==> src/rtl/spi_fl_cmd_seq.sv <==
// spi_fl_cmd_seq: turns single user requests (read / program / sector erase) into the
// sequence of SPI-flash sub-commands a byte-level flash controller understands.
//
//   read    : READ(0x03) -> response with the read word
//   program : WREN(0x06) -> PP(0x02) -> RDSR(0x05) until WIP clears -> response
//   erase   : WREN(0x06) -> SE(0x20) -> RDSR(0x05) until WIP clears -> response
//   op 11   : reserved, answered immediately with an error response
//
// Ports
//   clk, rst                 single clock, synchronous active-high reset
//   req_valid/op/addr/wdata  user request, accepted when req_valid & req_ready
//   req_ready                idle and the controller is ready
//   rsp_valid/rdata/err      one-cycle completion pulse; rdata is the read word or the
//                            last status byte zero-extended; err flags timeout/reserved op
//   fl_*  (outputs)          command fields and one-cycle issue strobe fl_validflag
//   fl_tready                controller ready (drops while a sub-command is running)
//   fl_dataout/validflag_out data returned by the controller
module spi_fl_cmd_seq #(
  parameter logic [15:0] POLL_MAX = 16'd65535,
  parameter int unsigned ADDR_W   = 24
) (
  input  logic              clk,
  input  logic              rst,
  input  logic              req_valid,
  input  logic [1:0]        req_op,
  input  logic [ADDR_W-1:0] req_addr,
  input  logic [31:0]       req_wdata,
  output logic              req_ready,
  output logic              rsp_valid,
  output logic [31:0]       rsp_rdata,
  output logic              rsp_err,
  output logic [7:0]        fl_command,
  output logic [ADDR_W-1:0] fl_address,
  output logic [31:0]       fl_datain,
  output logic [6:0]        fl_ndata_bits,
  output logic [3:0]        fl_dummy_cycles,
  output logic [9:0]        fl_frame_struct,
  output logic [2:0]        fl_commtype,
  output logic              fl_validflag,
  input  logic              fl_tready,
  input  logic [31:0]       fl_dataout,
  input  logic              fl_validflag_out
);

  localparam logic [1:0] OpRead  = 2'b00;
  localparam logic [1:0] OpProg  = 2'b01;
  localparam logic [1:0] OpErase = 2'b10;

  localparam logic [2:0] CtCmd       = 3'd0;
  localparam logic [2:0] CtCmdRd     = 3'd1;
  localparam logic [2:0] CtCmdAddrWr = 3'd2;
  localparam logic [2:0] CtCmdAddr   = 3'd3;
  localparam logic [2:0] CtCmdAddrRd = 3'd4;

  localparam logic [7:0] CmdWren  = 8'h06;
  localparam logic [7:0] CmdRead  = 8'h03;
  localparam logic [7:0] CmdProg  = 8'h02;
  localparam logic [7:0] CmdErase = 8'h20;
  localparam logic [7:0] CmdRdsr  = 8'h05;

  typedef enum logic [2:0] {
    StIdle, StWrenI, StWrenW, StOpI, StOpW, StPollI, StPollW, StResp
  } state_e;

  state_e state_q, state_d;

  // Latched request
  logic [1:0]        op_q, op_d;
  logic [ADDR_W-1:0] addr_q, addr_d;
  logic [31:0]       wdata_q, wdata_d;

  // Command field registers
  logic [7:0]        cmd_q, cmd_d;
  logic [ADDR_W-1:0] fl_addr_q, fl_addr_d;
  logic [31:0]       datain_q, datain_d;
  logic [6:0]        ndata_q, ndata_d;
  logic [2:0]        commtype_q, commtype_d;
  logic              validflag_q, validflag_d;

  // Sub-command tracking and captured data
  logic              seen_busy_q, seen_busy_d;
  logic [15:0]       poll_cnt_q, poll_cnt_d;
  logic [7:0]        status_q, status_d;
  logic [31:0]       read_q, read_d;

  // Response registers
  logic              rsp_valid_q, rsp_valid_d;
  logic              rsp_err_q, rsp_err_d;
  logic [31:0]       rsp_rdata_q, rsp_rdata_d;

  logic              accept;
  logic              in_wait;
  logic              sub_done;
  logic [7:0]        status_eff;
  logic [31:0]       read_eff;
  logic [1:0]        op_sel;
  logic [ADDR_W-1:0] addr_sel;
  logic [31:0]       wdata_sel;

  // Held low during reset so nothing is accepted before rst deasserts.
  assign req_ready = (state_q == StIdle) && fl_tready && !rst;
  assign accept    = req_valid && req_ready;

  assign in_wait  = (state_q == StWrenW) || (state_q == StOpW) || (state_q == StPollW);
  // A sub-command is finished only once the controller has visibly gone busy and come back.
  assign sub_done = in_wait && fl_tready && seen_busy_q;

  // Data arriving in the completion cycle itself must still be used.
  assign status_eff = fl_validflag_out ? fl_dataout[7:0] : status_q;
  assign read_eff   = fl_validflag_out ? fl_dataout : read_q;

  // In the acceptance cycle the request fields are not latched yet.
  assign op_sel    = (state_q == StIdle) ? req_op    : op_q;
  assign addr_sel  = (state_q == StIdle) ? req_addr  : addr_q;
  assign wdata_sel = (state_q == StIdle) ? req_wdata : wdata_q;

  // State register and all datapath registers
  always_ff @(posedge clk) begin
    if (rst) begin
      state_q     <= StIdle;
      op_q        <= 2'b00;
      addr_q      <= '0;
      wdata_q     <= 32'h0;
      cmd_q       <= 8'h0;
      fl_addr_q   <= '0;
      datain_q    <= 32'h0;
      ndata_q     <= 7'd0;
      commtype_q  <= 3'd0;
      validflag_q <= 1'b0;
      seen_busy_q <= 1'b0;
      poll_cnt_q  <= 16'd0;
      status_q    <= 8'h0;
      read_q      <= 32'h0;
      rsp_valid_q <= 1'b0;
      rsp_err_q   <= 1'b0;
      rsp_rdata_q <= 32'h0;
    end else begin
      state_q     <= state_d;
      op_q        <= op_d;
      addr_q      <= addr_d;
      wdata_q     <= wdata_d;
      cmd_q       <= cmd_d;
      fl_addr_q   <= fl_addr_d;
      datain_q    <= datain_d;
      ndata_q     <= ndata_d;
      commtype_q  <= commtype_d;
      validflag_q <= validflag_d;
      seen_busy_q <= seen_busy_d;
      poll_cnt_q  <= poll_cnt_d;
      status_q    <= status_d;
      read_q      <= read_d;
      rsp_valid_q <= rsp_valid_d;
      rsp_err_q   <= rsp_err_d;
      rsp_rdata_q <= rsp_rdata_d;
    end
  end

  // Next-state logic
  always_comb begin
    state_d = state_q;
    unique case (state_q)
      StIdle: begin
        if (accept) begin
          unique case (req_op)
            OpRead:          state_d = StOpI;
            OpProg, OpErase: state_d = StWrenI;
            default:         state_d = StResp;
          endcase
        end
      end
      StWrenI: state_d = StWrenW;
      StWrenW: if (sub_done) state_d = StOpI;
      StOpI:   state_d = StOpW;
      StOpW: begin
        if (sub_done) state_d = (op_q == OpRead) ? StResp : StPollI;
      end
      StPollI: state_d = StPollW;
      StPollW: begin
        if (sub_done) begin
          if (status_eff[0] && (poll_cnt_q < POLL_MAX)) state_d = StPollI;
          else                                          state_d = StResp;
        end
      end
      StResp:  state_d = StIdle;
      default: state_d = StIdle;
    endcase
  end

  // Next values of the registered outputs and datapath
  always_comb begin
    op_d        = op_q;
    addr_d      = addr_q;
    wdata_d     = wdata_q;
    cmd_d       = cmd_q;
    fl_addr_d   = fl_addr_q;
    datain_d    = datain_q;
    ndata_d     = ndata_q;
    commtype_d  = commtype_q;
    seen_busy_d = seen_busy_q;
    poll_cnt_d  = poll_cnt_q;
    status_d    = status_q;
    read_d      = read_q;
    rsp_err_d   = rsp_err_q;
    rsp_rdata_d = rsp_rdata_q;

    if (accept) begin
      op_d    = req_op;
      addr_d  = req_addr;
      wdata_d = req_wdata;
    end

    // Fields are loaded on entry to an issue state and held until the next issue.
    unique case (state_d)
      StWrenI: begin
        cmd_d      = CmdWren;
        commtype_d = CtCmd;
        ndata_d    = 7'd0;
        fl_addr_d  = '0;
        datain_d   = 32'h0;
      end
      StOpI: begin
        fl_addr_d = addr_sel;
        datain_d  = 32'h0;
        unique case (op_sel)
          OpRead: begin
            cmd_d      = CmdRead;
            commtype_d = CtCmdAddrRd;
            ndata_d    = 7'd32;
          end
          OpProg: begin
            cmd_d      = CmdProg;
            commtype_d = CtCmdAddrWr;
            ndata_d    = 7'd32;
            datain_d   = wdata_sel;
          end
          default: begin
            cmd_d      = CmdErase;
            commtype_d = CtCmdAddr;
            ndata_d    = 7'd0;
          end
        endcase
      end
      StPollI: begin
        cmd_d      = CmdRdsr;
        commtype_d = CtCmdRd;
        ndata_d    = 7'd8;
        fl_addr_d  = '0;
        datain_d   = 32'h0;
      end
      default: ;
    endcase

    validflag_d = (state_d == StWrenI) || (state_d == StOpI) || (state_d == StPollI);

    if (validflag_d)                seen_busy_d = 1'b0;
    else if (in_wait && !fl_tready) seen_busy_d = 1'b1;

    // Returned data is only meaningful while waiting on the matching sub-command.
    if ((state_q == StOpW) && (op_q == OpRead) && fl_validflag_out) read_d   = fl_dataout;
    if ((state_q == StPollW) && fl_validflag_out)                   status_d = fl_dataout[7:0];

    // Counter never exceeds POLL_MAX, so it cannot wrap.
    if (accept) begin
      poll_cnt_d = 16'd0;
    end else if ((state_q == StPollW) && sub_done && status_eff[0] &&
                 (poll_cnt_q < POLL_MAX)) begin
      poll_cnt_d = poll_cnt_q + 16'd1;
    end

    rsp_valid_d = (state_d == StResp);
    if (state_d == StResp) begin
      unique case (state_q)
        StIdle: begin  // reserved op
          rsp_err_d   = 1'b1;
          rsp_rdata_d = 32'h0;
        end
        StOpW: begin
          rsp_err_d   = 1'b0;
          rsp_rdata_d = read_eff;
        end
        default: begin  // poll finished: WIP still set means the poll budget ran out
          rsp_err_d   = status_eff[0];
          rsp_rdata_d = {24'h0, status_eff};
        end
      endcase
    end
  end

  assign rsp_valid       = rsp_valid_q;
  assign rsp_err         = rsp_err_q;
  assign rsp_rdata       = rsp_rdata_q;
  assign fl_command      = cmd_q;
  assign fl_address      = fl_addr_q;
  assign fl_datain       = datain_q;
  assign fl_ndata_bits   = ndata_q;
  assign fl_commtype     = commtype_q;
  assign fl_validflag    = validflag_q;
  assign fl_dummy_cycles = 4'd0;
  assign fl_frame_struct = 10'd0;

endmodule

==> config.mk <==
export PLATFORM = sky130hd
export DESIGN_NAME = spi_fl_cmd_seq
export DESIGN_NICKNAME = d
export VERILOG_FILES = /design/src/rtl/spi_fl_cmd_seq.sv
export SDC_FILE = /design/constraint.sdc
export NUM_CORES = 1
export LEC_CHECK = 0
export ABC_CLOCK_PERIOD_IN_PS = 3020
export BUFFER_PORTS_ARGS = -buffer_cell sky130_fd_sc_hd__buf_2
export CORE_MARGIN = 3
export CORE_UTILIZATION = 45
export CTS_BUF_LIST = sky130_fd_sc_hd__clkbuf_16
export CTS_CLUSTER_SIZE = 40
export DETAILED_ROUTE_END_ITERATION = 10
export HOLD_SLACK_MARGIN = 0.02
export PLACE_DENSITY = 0.69
export SLEW_MARGIN = 0
export SYNTH_ARGS = -nofsm -noshare
export SYNTH_HDL_FRONTEND = slang
export SYNTH_SLANG_ARGS = --single-unit
==> constraint.sdc <==
create_clock -name clk -period 3.02 [get_ports clk]
set_clock_uncertainty 0.15 [all_clocks]
set_input_delay 0.755 -clock clk [delete_from_list [all_inputs] [get_ports clk]]
set_output_delay 0.755 -clock clk [all_outputs]
set_load 0.05 [all_outputs]
=== Word-level counts from Yosys, hierarchy flattened ===
Index checks and enable logic that the tools add are counted.

* Register bits after elaboration: 227
* Bits in latches: 0
* Memory bits (writable): 0
* Memory bits (read-only): 0
* Input port bits: 95
* Output and inout port bits: 124
* Memories: 0

* $add $sub $neg: 1
* Multiply operators: 0
* Div/mod/pow operators: 0
* Order comparisons: 1
* Equality and inequality tests: 14
* Shifts and indexed selects: 0
* Mux-type cells: 24
* Bitwise logic cells: 0
* Reduce and logical (&&, ||, !) cells: 30

{| class="wikitable"
|+ Operators by type and width
! operator !! count
|-
| $pmux W32 S2 || 2
|-
| $mux W32 || 3
|-
| $pmux W24 S2 || 1
|-
| $mux W24 || 1
|-
| $pmux W3 S8 || 1
|-
| $pmux W8 S3 || 1
|-
| $pmux W7 S3 || 1
|-
| $eq A3 B3 Y1 const B || 6
|-
| $add A16 B1 Y16 const B || 1
|-
| $lt A16 B16 Y1 const B || 1
|-
| $logic_and A1 B1 Y1 || 13
|-
| $mux W3 || 4
|-
| $pmux W3 S2 || 2
|-
| $pmux W6 S2 || 1
|-
| $reduce_or A2 Y1 || 5
|-
| $eq A3 B2 Y1 const B || 3
|-
| $pmux W3 S3 || 1
|-
| $mux W8 || 1
|-
| $eq A3 B1 Y1 const B || 2
|-
| $logic_not A2 Y1 || 3
|-
| $mux W2 || 3
|-
| $mux W6 || 1
|-
| $eq A2 B1 Y1 const B || 2
|-
| $logic_or A1 B1 Y1 || 4
|-
| 6 further kinds || 7
|}

=== Longest topological paths before layout ===
* Word-level depth: 11
* Gate-level depth with buffers: 9

=== Least setup slack after synthesis ===
No wires, ideal clock.

* Path kind: register to output
* Start point: reg state_q[1]
* End point: out req_ready
* Arrival: 2.009 ns
* Path slack: 0.106 ns
* Stages on the path, launching flop included: 7
* Path buffers: 4
* Cell sequence: dfxtp_1 buf_2 nor3_1 buf_2 buf_2 buf_1 and3_1

* Cells in the longest elaborated chain, start to end: 3

{| class="wikitable"
|+ RTL lines
! element !! RTL line !! RTL
|-
| start, declared || 65 || <nowiki>state_e state_q, state_d;</nowiki>
|-
| start signal, assigned || 120 || <nowiki>state_q <= StIdle;</nowiki>
|-
| start signal, assigned || 138 || <nowiki>state_q <= state_d;</nowiki>
|-
| $logic_not A3 Y1 || 101 || <nowiki>assign req_ready = (state_q == StIdle) && fl_tready && !rst;</nowiki>
|-
| $logic_and A1 B1 Y1 (2 in series) || 101 ||
|-
| end, declared || 28 || <nowiki>output logic req_ready,</nowiki>
|}

Every way passes these cells.

=== Worst setup path in the final report ===
Same ends and word-level chain as after synthesis.

==> out/metrics.cfg <==
[status]
outcome = finished, final reports clean

[worst_setup_path]
critPathSlowestCell = nor3_2
start_kind = flip-flop
arrival_ns = 1.86
crit_chain = nor3_2 -> and3_1 -> buf_2
crit_buf_inv = 1
end_kind = output pin
required_ns = 2.11
critPathTopFamily = simple AND/OR/NAND/NOR gates
critPathMaxFanout = 11
slowest_delay_ns = 0.43
worst-setup-path-type = flip-flop to output pin

[logic_synthesis]
ys.flop_type = dfxtp_1
synth-seq-cells = 218
synthArstFlopShare_pct = 0
synth.distinct_cells = 65
ys_seq_area_share_pct = 47.1
synth_largest_area_cell = dfxtp_1
synth_area_um2 = 9260
synth-edff-count = 0
syn_avg_cell_area_um2 = 9.16
yosys.area.top_type_share_pct = 47.1
yosys-top-cells-area = dfxtp_1 47%, mux2i_1 10%, nand2_1 7.1%
ys_warn_count = 0
synthCells = 1011

[cts]
tritoncts = yes
cts_root_buf = clkbuf_16
cts_buffers = 24
cts.sinks = 218
cts_resized = 0
cts_max_path_buffers = 3
postCtsSetupRepairBufs = 0
clkTransAtPathRegs_ns = 0.06
cts.hold.buffers_added = 0
clk_latency_ns = 0.50
cts_max_level = 1

[layout]
instances_no_fill = 1465
areaGrowthSynthToFinish_pct = 20.1
drive_above_1_share_pct = 22.9
final_cell_area_um2 = 11100
nets = 1280
fillers = 1820
final_core_util_pct = 56.0

[sta]
final_hold_viol_count = 0
period_needed_ns = 2.76
max-slew-margin-rel_pct = 46.3
timing.final.crit_share_pct = 91.5
final_max_slew_viol_count = 0
rsz0062_at_grt = no
setup_viol = 0
tns_ns = 0
worst_pin_slew_ns = 0.800
fmax_ghz = 0.362

[detailed_routing]
routedWlPerCell_um = 15.3
firstDrtPassIters = 4
dr_total_vias = 7557
drt-initial-drc-count = 395
via_per_inst = 5.16
wl_um = 22400
drc = 0
ant_nets = 0

[global_route]
grt_max_degree = 70
grt.total_usage_pct = 19.5
grt_pass1_vias = 7161
antenna_found_initial = 1
grt_pass1_wl_um = 36300
overflow = 0

[die]
die-area_um2 = 22300
core_area_um2 = 19800
num_rows = 51
ios = 219
floorplan.initialDensity_pct = 46.6
die_w_um = 149
die_y_um = 149

[pwr]
leakage_uw = 0.00484
peakVddDrop_mv = 0.350
power_density_nw_per_um2 = 562
power.total_uw = 6250

[run]
maxCapViolations = 0

[min_path]
hold_class = flip-flop to flip-flop

[placed_design]
dpl_cell_area_um2 = 10400
dp_hpwl_um = 14800
dpl.cell_count = 1422
port_buffers = 195
gp_congestion = 0.779

## logic make-up (layout without fill, tap and decap cells)
| kind of cell | Yosys count | after routing | synth area share (%) |
|---|---|---|---|
| xor gates and xnor gates | 3 | 3 | 0.284 |
| AOI/OAI and AO/OA | 239 | 239 | 17.8 |
| and+or+nand+nor | 323 | 323 | 16.8 |
| muxes | 102 | 102 | 11.1 |
| buffers and inverters | 123 | 289 | 6.60 |
| adders and majority gates | 2 | 2 | 0.270 |
| other | 1 | 24 | 0.0405 |
| DFF | 218 | 218 | 47.1 |
## cells in the mapped netlist, drive strengths merged (2+ instances only)
cell type  instances
nor2              23
o21a               2
buf               56
nor3              12
nand3              6
xnor2              2
inv               27
dfxtp            218
o2bb2ai           57
mux2i             97
o211a              2
clkbuf            39
and3               7
a21oi             54
o21ai             81
nand2b            60
o211ai             3
o32ai             23
nand3b             3
and4               4
nand4              5
mux2               5
nand2            174
and2               4
nor3b              5
ha                 2
or3                9
or4                4
nor2b              3
a31o               2
## per-stage QoR
step	setup slack [ns]	hold WS [ns]
finish	0.257	0.304
global route	0.138	0.315
detailed placement	0.218	0.293
global placement	0.287	0.291
CTS	0.228	0.297
floorplan	0.106	0.284
## worst reg2reg max path, cell delays in order, from the launching register on
cell and delay [ns]:
dfxtp_1 0.42, or3_1 0.61, o211ai_2 0.33, o21ai_2 0.14, a31oi_4 0.45, buf_4 0.38
o2bb2ai_1 0.17
## power by group
group          total (uW)  leakage (uW)  switching, uW  internal (uW)
combinational         653       0.00272            419            235
sequential           2980       0.00176           38.6           2940
clock                2610      0.000357           1120           1490
## sequential cells by signal, summed over array words and instances, names as in the netlist
name / count
seen_busy_q: 1
status_q: 8
addr_q: 24
rsp_rdata: 32
fl_datain: 32
poll_cnt_q: 16
fl_commtype: 3
rsp_err: 1
op_q: 2
read_q: 32
fl_ndata_bits: 2
fl_command: 4
fl_address: 24
state_q: 3
fl_validflag: 1
rsp_valid: 1
wdata_q: 32
## layer usage
| layer | up-vias | global-route usage [%] | routed length [um] |
|---|---|---|---|
| met4 | 0 | 4.39 | 451 |
| met5 | - | 0 | 0 |
| li1 | 3830 | - | - |
| met2 | 221 | 30.2 | 9630 |
| met3 | 30 | 6.00 | 1840 |
| met1 | 3476 | 26.9 | 10500 |
## worst paths after layout
path	slack [ns]	cells after the start	endpoint	start
max	0.26	3	req_ready	state_q[1]
max reg2reg	0.30	6	fl_datain[15]	state_q[1]
min	0.30	2	read_q[22]	read_q[22]
min reg2reg	0.30	2	read_q[22]	read_q[22]
## layout make-up
type | instances | area, um2 | area share (%)
timing repair buffer | 219 | 1230 | 11.1
clock inverter | 17 | 78.8 | 0.709
sequential | 218 | 4360 | 39.2
inverter | 28 | 105 | 0.945
antenna | 1 | 2.50 | 0.0225
tap | 265 | 332 | 2.98
clock buffer | 25 | 626 | 5.63
multi-input combinational | 692 | 4380 | 39.4
## placed cells by master (no fill, tap or decap), drive strengths merged, types with 2 or more instances in the layout
master	n
or4	4
clkinv	16
and2	4
nand3b	3
mux2i	97
nor3	12
o21a	2
nor3b	5
conb	23
nand3	6
nand4	5
buf	219
and3	7
o211ai	3
o21ai	81
xnor2	2
and4	4
nor2	23
dfxtp	218
nand2b	60
or3	9
o2bb2ai	57
nor2b	3
clkbuf	25
o32ai	23
o211a	2
a31o	2
mux2	5
a21oi	54
inv	29
ha	2
nand2	174
No activity file was read; power rests on OpenSTA's default activity.
